### src/rtl/pic_ctrl.sv
// Eight-input interrupt controller: latches request pulses, masks, picks by fixed priority,
// and hands one interrupt at a time to the core as an irq toggle plus vector byte.
module pic_ctrl #(
    parameter logic [7:0]  VBASE     = 8'h08,
    parameter logic [15:0] PORT_CMD  = 16'h0020,
    parameter logic [15:0] PORT_MASK = 16'h00A0
) (
    input  logic        clock,
    input  logic        reset_n,
    input  logic [7:0]  irq_req,
    input  logic [15:0] port_a,
    input  logic        port_w,
    input  logic        port_r,
    input  logic [7:0]  port_o,
    output logic [7:0]  port_i,
    output logic        port_hit,
    output logic        irq,
    output logic [7:0]  irq_vec,
    output logic        in_service,
    output logic [2:0]  isr_num
);

    // Port bus: port_w/port_r are single-cycle strobes with no back-pressure; a read
    // returns its data in port_i with port_hit=1 exactly one cycle after the strobe.
    localparam logic [7:0] CMD_EOI   = 8'h20;
    localparam logic [7:0] CMD_CLEAR = 8'h40;

    logic [7:0] irr;
    logic [7:0] mask;
    logic [7:0] eligible;
    logic [7:0] irr_next;
    logic [2:0] sel;
    logic       dispatch;
    logic       cmd_wr;
    logic       mask_wr;

    assign cmd_wr   = port_w && (port_a == PORT_CMD);
    assign mask_wr  = port_w && (port_a == PORT_MASK);
    assign eligible = irr & ~mask;
    assign dispatch = !in_service && (eligible != 8'h00);

    // Lowest set index wins, so scan from the top down and let low bits overwrite.
    always_comb begin
        sel = 3'd0;
        for (int i = 7; i >= 0; i--) begin
            if (eligible[i]) sel = 3'(i);
        end
    end

    // New request pulses are OR-ed in last so a same-edge set beats any clear.
    always_comb begin
        irr_next = irr;
        if (dispatch) irr_next[sel] = 1'b0;
        if (cmd_wr && port_o == CMD_CLEAR) irr_next = 8'h00;
        irr_next = irr_next | irq_req;
    end

    always_ff @(posedge clock) begin
        if (!reset_n) begin
            irr        <= 8'h00;
            mask       <= 8'h00;
            in_service <= 1'b0;
            isr_num    <= 3'd0;
            irq        <= 1'b0;
            irq_vec    <= 8'h00;
            port_i     <= 8'h00;
            port_hit   <= 1'b0;
        end else begin
            irr <= irr_next;
            if (mask_wr) mask <= port_o;

            if (dispatch) begin
                irq        <= ~irq;
                irq_vec    <= VBASE + {5'd0, sel};
                isr_num    <= sel;
                in_service <= 1'b1;
            end else if (cmd_wr && port_o == CMD_EOI) begin
                in_service <= 1'b0;
            end

            // Reads see the register values from before any same-edge write.
            if (port_r && port_a == PORT_CMD) begin
                port_i   <= irr;
                port_hit <= 1'b1;
            end else if (port_r && port_a == PORT_MASK) begin
                port_i   <= mask;
                port_hit <= 1'b1;
            end else begin
                port_hit <= 1'b0;
            end
        end
    end

endmodule
### config.mk
export PLATFORM = sky130hd
export DESIGN_NAME = pic_ctrl
export DESIGN_NICKNAME = d
export VERILOG_FILES = /design/src/rtl/pic_ctrl.sv
export SDC_FILE = /design/constraint.sdc
export NUM_CORES = 1
export LEC_CHECK = 0
export CAP_MARGIN = 25
export CORE_UTILIZATION = 36
export CTS_CLUSTER_SIZE = 12
export DETAILED_ROUTE_END_ITERATION = 10
export HOLD_SLACK_MARGIN = 0.12
export PLACE_DENSITY = 0.67
export SLEW_MARGIN = 20
export SYNTH_ARGS = -nofsm -noshare
export SYNTH_HDL_FRONTEND = slang
export SYNTH_SLANG_ARGS = --single-unit
### constraint.sdc
create_clock -name clock -period 1.86 [get_ports clock]
set_input_delay 0.279 -clock clock [delete_from_list [all_inputs] [get_ports clock]]
set_output_delay 0.279 -clock clock [all_outputs]
set_load 0.03 [all_outputs]
==> flow_metrics.py, run 1 <==
metrics = {
    "sta": {
        "fin_crit_sh_pct": 91.8,
        "grt_setup_unrepaired": "no",
        "slew_headroom_pct": 63.9,
        "fin_tns_setup_ns": 0,
        "drv_slew": 0,
        "worst_pin_slew_ns": 0.541,
        "setup_violations": 0,
        "hold_viol_final": 0,
        "max_freq_mhz": 586,
        "fin_worst_skew_ns": 0.00372,
        "min_period_ns": 1.71,
    },
    "worst_setup_path": {
        "r2r_end": "irr[2]",
        "crit_chain": "clkdlybuf4s50_1 > nor4_2 > nand4_1 > and4bb_1 > buf_6 > nor2_1 > o21a_1",
        "path_buf_inv": 2,
        "r2r_cells": 5,
        "rrSetupSlack_ns": 0.19,
        "cp_max_fo": 6,
        "crit_required_ns": 2.04,
        "worstSetupPathType": "input port to flop",
        "cp-end-kind": "flop",
        "crit_family": "simple AND/OR/NAND/NOR gates",
        "crit_arrival_ns": 1.88,
        "worstSetupStartpointType": "input port",
        "r2r_start": "mask[0]",
        "cp_slowest_cell": "clkdlybuf4s50_1",
        "cp_slowest_stage_delay_ns": 0.45,
    },
    "logic_synthesis": {
        "ys_ff_latch": 31,
        "yosys-top-cells-area": "dfxtp_1 39%, mux2i_1 10%, nor2_1 9.0%, a21oi_1 4.1%, buf_4 3.3%",
        "syn_area_um2": 1580,
        "synth_cells": 182,
        "yosysTopAreaCell": "dfxtp_1",
        "synthFlopType": "dfxtp_1",
        "yosys_warnings": 0,
        "yosysTopAreaCellShare_pct": 39.2,
        "yosysSeqAreaShare_pct": 39.2,
        "synth_edf_count": 0,
        "synth_area_per_cell_um2": 8.69,
        "yosysMostFrequentCell": "nor2_1",
        "async_reset_ff_share_pct": 0,
        "synth_cell_type_count": 39,
        "synth_commonest_cells": "38 x nor2_1, 31 x dfxtp_1, 16 x mux2i_1",
    },
    "clock_tree": {
        "cts_htree_levels": 2,
        "insertion_delay_ns": 0.28,
        "cts-buffers-inserted": 5,
        "clk_pin_slew_ns": 0.06,
        "clk_path_buf_depth": 2,
        "cts_tree": "done",
        "cts.sinks": 31,
        "cts_hold_repair.buffers": 0,
        "root_buffer": "clkbuf_8",
    },
    "power": {
        "seqPwrFrac_pct": 46.5,
        "p_sw_share_pct": 27.7,
        "internal_power_uw": 1120,
        "p_total_uw": 1550,
        "switchingPower_uw": 429,
        "combPwrFrac_pct": 22.9,
        "irDropWorstVdd_mv": 0.415,
        "power.density_nw_per_um2": 669,
        "power_leakage_uw": 0.000979,
        "clock_power_share_pct": 30.6,
    },
    "hold_path": {
        "holdPathEnd": "mask[1]",
        "hold_class": "input port to flop",
        "hold_path_depth": 3,
        "hp-start": "port_o[1]",
    },
    "route": {
        "ant_nets": 0,
        "wire_per_inst_um": 13.3,
        "routed_wl_um": 3940,
        "vias": 1497,
        "first_iter_violations": 79,
        "vias_per_cell": 5.04,
        "first_pass_iters": 4,
        "route.detailed.drc": 0,
    },
    "final_layout": {
        "final_core_util_pct": 56.2,
        "multi_input_area_um2": 862,
        "n_antenna_cell": 0,
        "register_area_um2": 621,
        "areaGrowthSynthToFinish_pct": 46.2,
        "fin_cells": 297,
        "fin_area_um2": 2310,
        "drive_above_1_share_pct": 13.4,
        "nets": 284,
        "fillers": 400,
    },
    "grt": {
        "grt_max_degree": 16,
        "grt_pass1_vias": 1379,
        "grt_usage_pct": 18.0,
        "grt_pass1_wl_um": 6060,
        "antenna_found_initial": 0,
        "overflow": 0,
    },
    "job": {
        "maxCapViolCount": 0,
    },
    "die": {
        "fp.coreArea_um2": 4120,
        "die-area_um2": 4660,
        "rows": 23,
        "start_util_pct": 38.4,
        "die_h_um": 68.3,
        "boundaryPins": 58,
        "fp.dieW_um": 68.3,
    },
    "placed_design": {
        "dp_hpwl_um": 3030,
        "portBuffers": 53,
        "placed_area_um2": 2180,
        "dp_cells": 289,
        "finalWeightedCongestion": 0.763,
    },
    "status": {
        "status": "finished, final reports clean",
    },
}
layout make-up:
type / count / share of cell area [%]
multi-input cells: 134 / 37.3
repair buffers: 70 / 29.1
flip-flops and latches: 31 / 26.8
clock buffers: 6 / 3.14
well taps: 50 / 2.71
inverters: 6 / 0.974
state kept, by name, indices dropped and copies added (netlist names):
name / flops
in_service: 1
isr_num: 2
irq_vec: 2
irq: 1
port_i: 8
mask: 8
port_hit: 1
irr: 8
logic make-up after synthesis:
logic type,Yosys count,share of synthesized area (%)
DFF,31,39.2
AOI/OAI and AO/OA,32,13.8
other,1,0.237
muxes,16,10.1
buffers and inverters,20,9.10
xor gates and xnor gates,1,0.554
and+or+nand+nor,81,27.0
repair_timing:
item | CTS | global route
endpoints found under the hold margin | 0 | 0
setup endpoints to repair | 0 | 7
setup buffers | 0 | 2
gates resized for setup | 0 | 10
how the worst max path moves through the flow:
stage | endpoint | cells after the start | startpoint | slack (ns)
after floorplan | irr[1] | 7 | port_a[7] | 0.23
after global placement | irr[1] | 7 | port_o[0] | -0.27
after detailed placement | irr[1] | 7 | port_o[0] | -0.30
after CTS | irr[1] | 7 | port_o[0] | 0.003
after global routing | irr[1] | 7 | port_a[3] | 0.03
final | irr[1] | 7 | port_a[3] | 0.15
worst register-to-register path: stages (launching register included):
cell and delay, ns:
dfxtp_1 0.36, and2b_2 0.26, a21oi_2 0.26, or3b_2 0.49
nor2_1 0.11, o31ai_1 0.08
metal layers:
metal	track usage, %	up-vias	wire (µm)
met2	30.3	48	1820
met3	5.17	6	303
met1	21.5	683	1760
met5	0	-	0
met4	6.25	0	56
li1	-	760	-
cells in the final DEF (no fill, tap or decap), drive strengths merged, types with 3 or more instances in the layout:
cell type	netlist	final
mux2i	16	16
clkbuf	4	6
clkdlybuf4s50	1	49
dfxtp	31	31
buf	9	17
nand4	3	3
dlymetal6s2s	0	4
nand2	12	12
a21oi	14	14
nor4	7	7
inv	6	6
nor2b	5	5
nor4b	4	4
o31ai	6	6
conb	1	4
nor2	38	38
power by group through the flow:
| stage | combinational [µW] | clock, µW | sequential (µW) |
|---|---|---|---|
| 4_1_cts | 351 | 485 | 719 |
| 2_1_floorplan | 177 | 0 | 757 |
| 6_report | 354 | 474 | 719 |
| 3_5_place_dp | 348 | 0 | 734 |
| 5_1_grt | 385 | 510 | 724 |
| 3_3_place_gp | 347 | 0 | 733 |
metrics by stage:
| step | hold slack, ns | setup WS [ns] |
|---|---|---|
| finish | 0.273 | 0.153 |
| global route | 0.308 | 0.0345 |
| CTS | 0.484 | 0.00322 |
| detailed placement | 0.468 | -0.295 |
| global placement | 0.456 | -0.266 |
| floorplan | 0.382 | 0.234 |
(Power assumes the default switching activity.)
==> inputs of run 2 (changes only) <==
--- a/config.mk
+++ b/config.mk
@@ -7,3 +7,2 @@
 export LEC_CHECK = 0
-export CAP_MARGIN = 25
 export CORE_UTILIZATION = 36
@@ -11,2 +10,3 @@
 export DETAILED_ROUTE_END_ITERATION = 10
+export GPL_TIMING_DRIVEN = 0
 export HOLD_SLACK_MARGIN = 0.12
--- a/constraint.sdc
+++ b/constraint.sdc
@@ -3,2 +3,2 @@
 set_output_delay 0.279 -clock clock [all_outputs]
-set_load 0.03 [all_outputs]
+set_load 0.02 [all_outputs]
==> run 2 against run 1 <==
Non-clock buffer count decreased by 1. Fmax shrank 2.3%. Flip-flop and latch count did not move. Die area did not move. Power down 0.31%. Largest cell class unchanged. Largest power group unchanged.
==> flow_metrics.py, run 2 (same netlist as run 1, synthesis figures left out) <==
metrics = {
    "die": {
        "start_util_pct": 38.4,
        "die_h_um": 68.3,
        "rows": 23,
        "die-area_um2": 4660,
        "boundaryPins": 58,
        "fp.coreArea_um2": 4120,
        "fp.dieW_um": 68.3,
    },
    "grt": {
        "overflow": 0,
        "grt_usage_pct": 18.7,
        "grt_max_degree": 11,
        "grt_pass1_wl_um": 6380,
        "grt_pass1_vias": 1431,
        "antenna_found_initial": 0,
    },
    "worst_setup_path": {
        "rrSetupSlack_ns": 0.17,
        "worstSetupStartpointType": "input port",
        "worstSetupPathType": "input port to flop",
        "crit_required_ns": 2.04,
        "r2r_start": "mask[0]",
        "crit_arrival_ns": 1.93,
        "cp_slowest_stage_delay_ns": 0.55,
        "cp_max_fo": 8,
        "r2r_cells": 5,
        "crit_family": "simple AND/OR/NAND/NOR gates",
        "crit_chain": "dlygate4sd2_1 > or4_4 > nor4_4 > and4bb_1 > buf_6 > nor2_1 > o21a_1",
        "cp.depth": 7,
        "path_buf_inv": 2,
        "cp_slowest_cell": "or4_4",
        "cp-end-kind": "flop",
        "r2r_end": "irr[2]",
    },
    "clock_tree": {
        "cts_htree_levels": 2,
        "clk_pin_slew_ns": 0.06,
        "insertion_delay_ns": 0.28,
        "cts-buffers-inserted": 5,
        "cts.sinks": 31,
        "cts_tree": "done",
        "clk_path_buf_depth": 2,
        "root_buffer": "clkbuf_8",
    },
    "route": {
        "vias": 1515,
        "routed_wl_um": 3970,
        "wire_per_inst_um": 13.4,
        "first_iter_violations": 67,
        "first_pass_iters": 4,
        "vias_per_cell": 5.12,
        "route.detailed.drc": 0,
        "ant_nets": 0,
    },
    "hold_path": {
        "hp-start": "port_o[2]",
        "hold_path_depth": 3,
        "hold_class": "input port to flop",
        "holdPathEnd": "mask[2]",
    },
    "sta": {
        "min_period_ns": 1.75,
        "fin_ws_ns": 0.114,
        "max_freq_mhz": 573,
        "fin_worst_skew_ns": 0.00299,
        "setup_violations": 0,
        "grt_setup_unrepaired": "yes",
        "drv_slew": 0,
        "slew_headroom_pct": 61.2,
        "worst_pin_slew_ns": 0.582,
        "fin_crit_sh_pct": 93.9,
        "hold_viol_final": 0,
    },
    "final_layout": {
        "nets": 283,
        "final_common_cell": "clkdlybuf4s50_1",
        "drive_above_1_share_pct": 13.0,
        "areaGrowthSynthToFinish_pct": 47.0,
        "reg_top3": "irr: 8 flops, mask: 8 flops, port_i: 8 flops",
        "n_antenna_cell": 0,
        "layout_common_cells": "48 x clkdlybuf4s50_1, 38 x nor2_1, 31 x dfxtp_1",
        "fillers": 391,
        "fin_area_um2": 2320,
    },
    "placed_design": {
        "dpl_worst_slack_ns": -0.378,
        "placed_area_um2": 2170,
        "finalWeightedCongestion": 0.784,
        "dp_hpwl_um": 3040,
        "portBuffers": 51,
    },
    "power": {
        "power_leakage_uw": 0.000947,
        "p_total_uw": 1540,
        "irDropWorstVdd_mv": 0.430,
        "power.density_nw_per_um2": 663,
    },
    "job": {
        "maxCapViolCount": 0,
    },
    "status": {
        "status": "finished, final reports clean",
    },
}
==> run 2: where the power goes <==
group          internal, µW  leakage, µW  total [µW]  switching, µW
registers               695     0.000254         720           24.0
clock network           248    0.0000371         475            227
logic                   181     0.000656         347            166
==> run 2: worst register-to-register path, delay by kind of cell, from the launching register on <==
| kind | cells | cell delay (ns) |
|---|---|---|
| AOI/OAI and AO/OA | 2 | 0.33 |
| DFF | 1 | 0.36 |
| and+or+nand+nor | 3 | 0.88 |
==> run 2: per-layer routing <==
metal	vias to the layer above	routed length [µm]	global-route usage, %
li1	757	-	-
met1	704	1800	22.6
met2	47	1820	31.3
met3	7	282	4.83
met4	0	73	7.81
met5	-	0	0
==> run 2: cell type report <==
type / instances / area (µm²) / share of cell area [%]
Buffer: 14 / 121 / 5.22
Sequential cell: 31 / 621 / 26.7
Tap cell: 50 / 62.6 / 2.69
Inverter: 6 / 22.5 / 0.969
Clock buffer: 6 / 72.6 / 3.12
Multi-Input combinational cell: 134 / 888 / 38.2
Timing Repair Buffer: 55 / 537 / 23.1
==> run 2: stage by stage <==
step / instances / hold WS (ns) / TNS, ns / utilization (%)
after global placement: 286 / 0.461 / -5.69 / 52.6
after CTS: 295 / 0.387 / 0 / 55.8
after global routing: 296 / 0.412 / -0.123 / 56.5
final: 296 / 0.387 / 0 / 56.5
after detailed placement: 286 / 0.474 / -6.56 / 52.6
after floorplan: 185 / 0.382 / 0 / -
==> run 2: how the worst max path moves through the flow <==
stage,start,to,slack [ns]
after detailed placement,port_o[0],irr[1],-0.38
final,port_o[2],irr[1],0.11
after CTS,port_a[13],port_i[7],0.05
after global routing,port_a[3],port_i[7],-0.05
after floorplan,port_a[7],irr[1],0.23
after global placement,port_o[0],irr[1],-0.36
==> run 2: what timing repair did <==
| item | CTS | global route |
|---|---|---|
| hold endpoints to repair | 0 | 0 |
| gates resized for setup | 8 | 3 |
| setup buffers | 3 | 1 |
| pin swaps | 3 | 2 |
| hold buffers | 0 | 0 |
| setup endpoints to repair | 10 | 20 |
==> inputs of run 3 (changes only) <==
Settings changed: SLEW_MARGIN 20 to 0.
==> results of run 3 <==
Same layout as run 2: the final DEF is identical, and so are final timing and power.
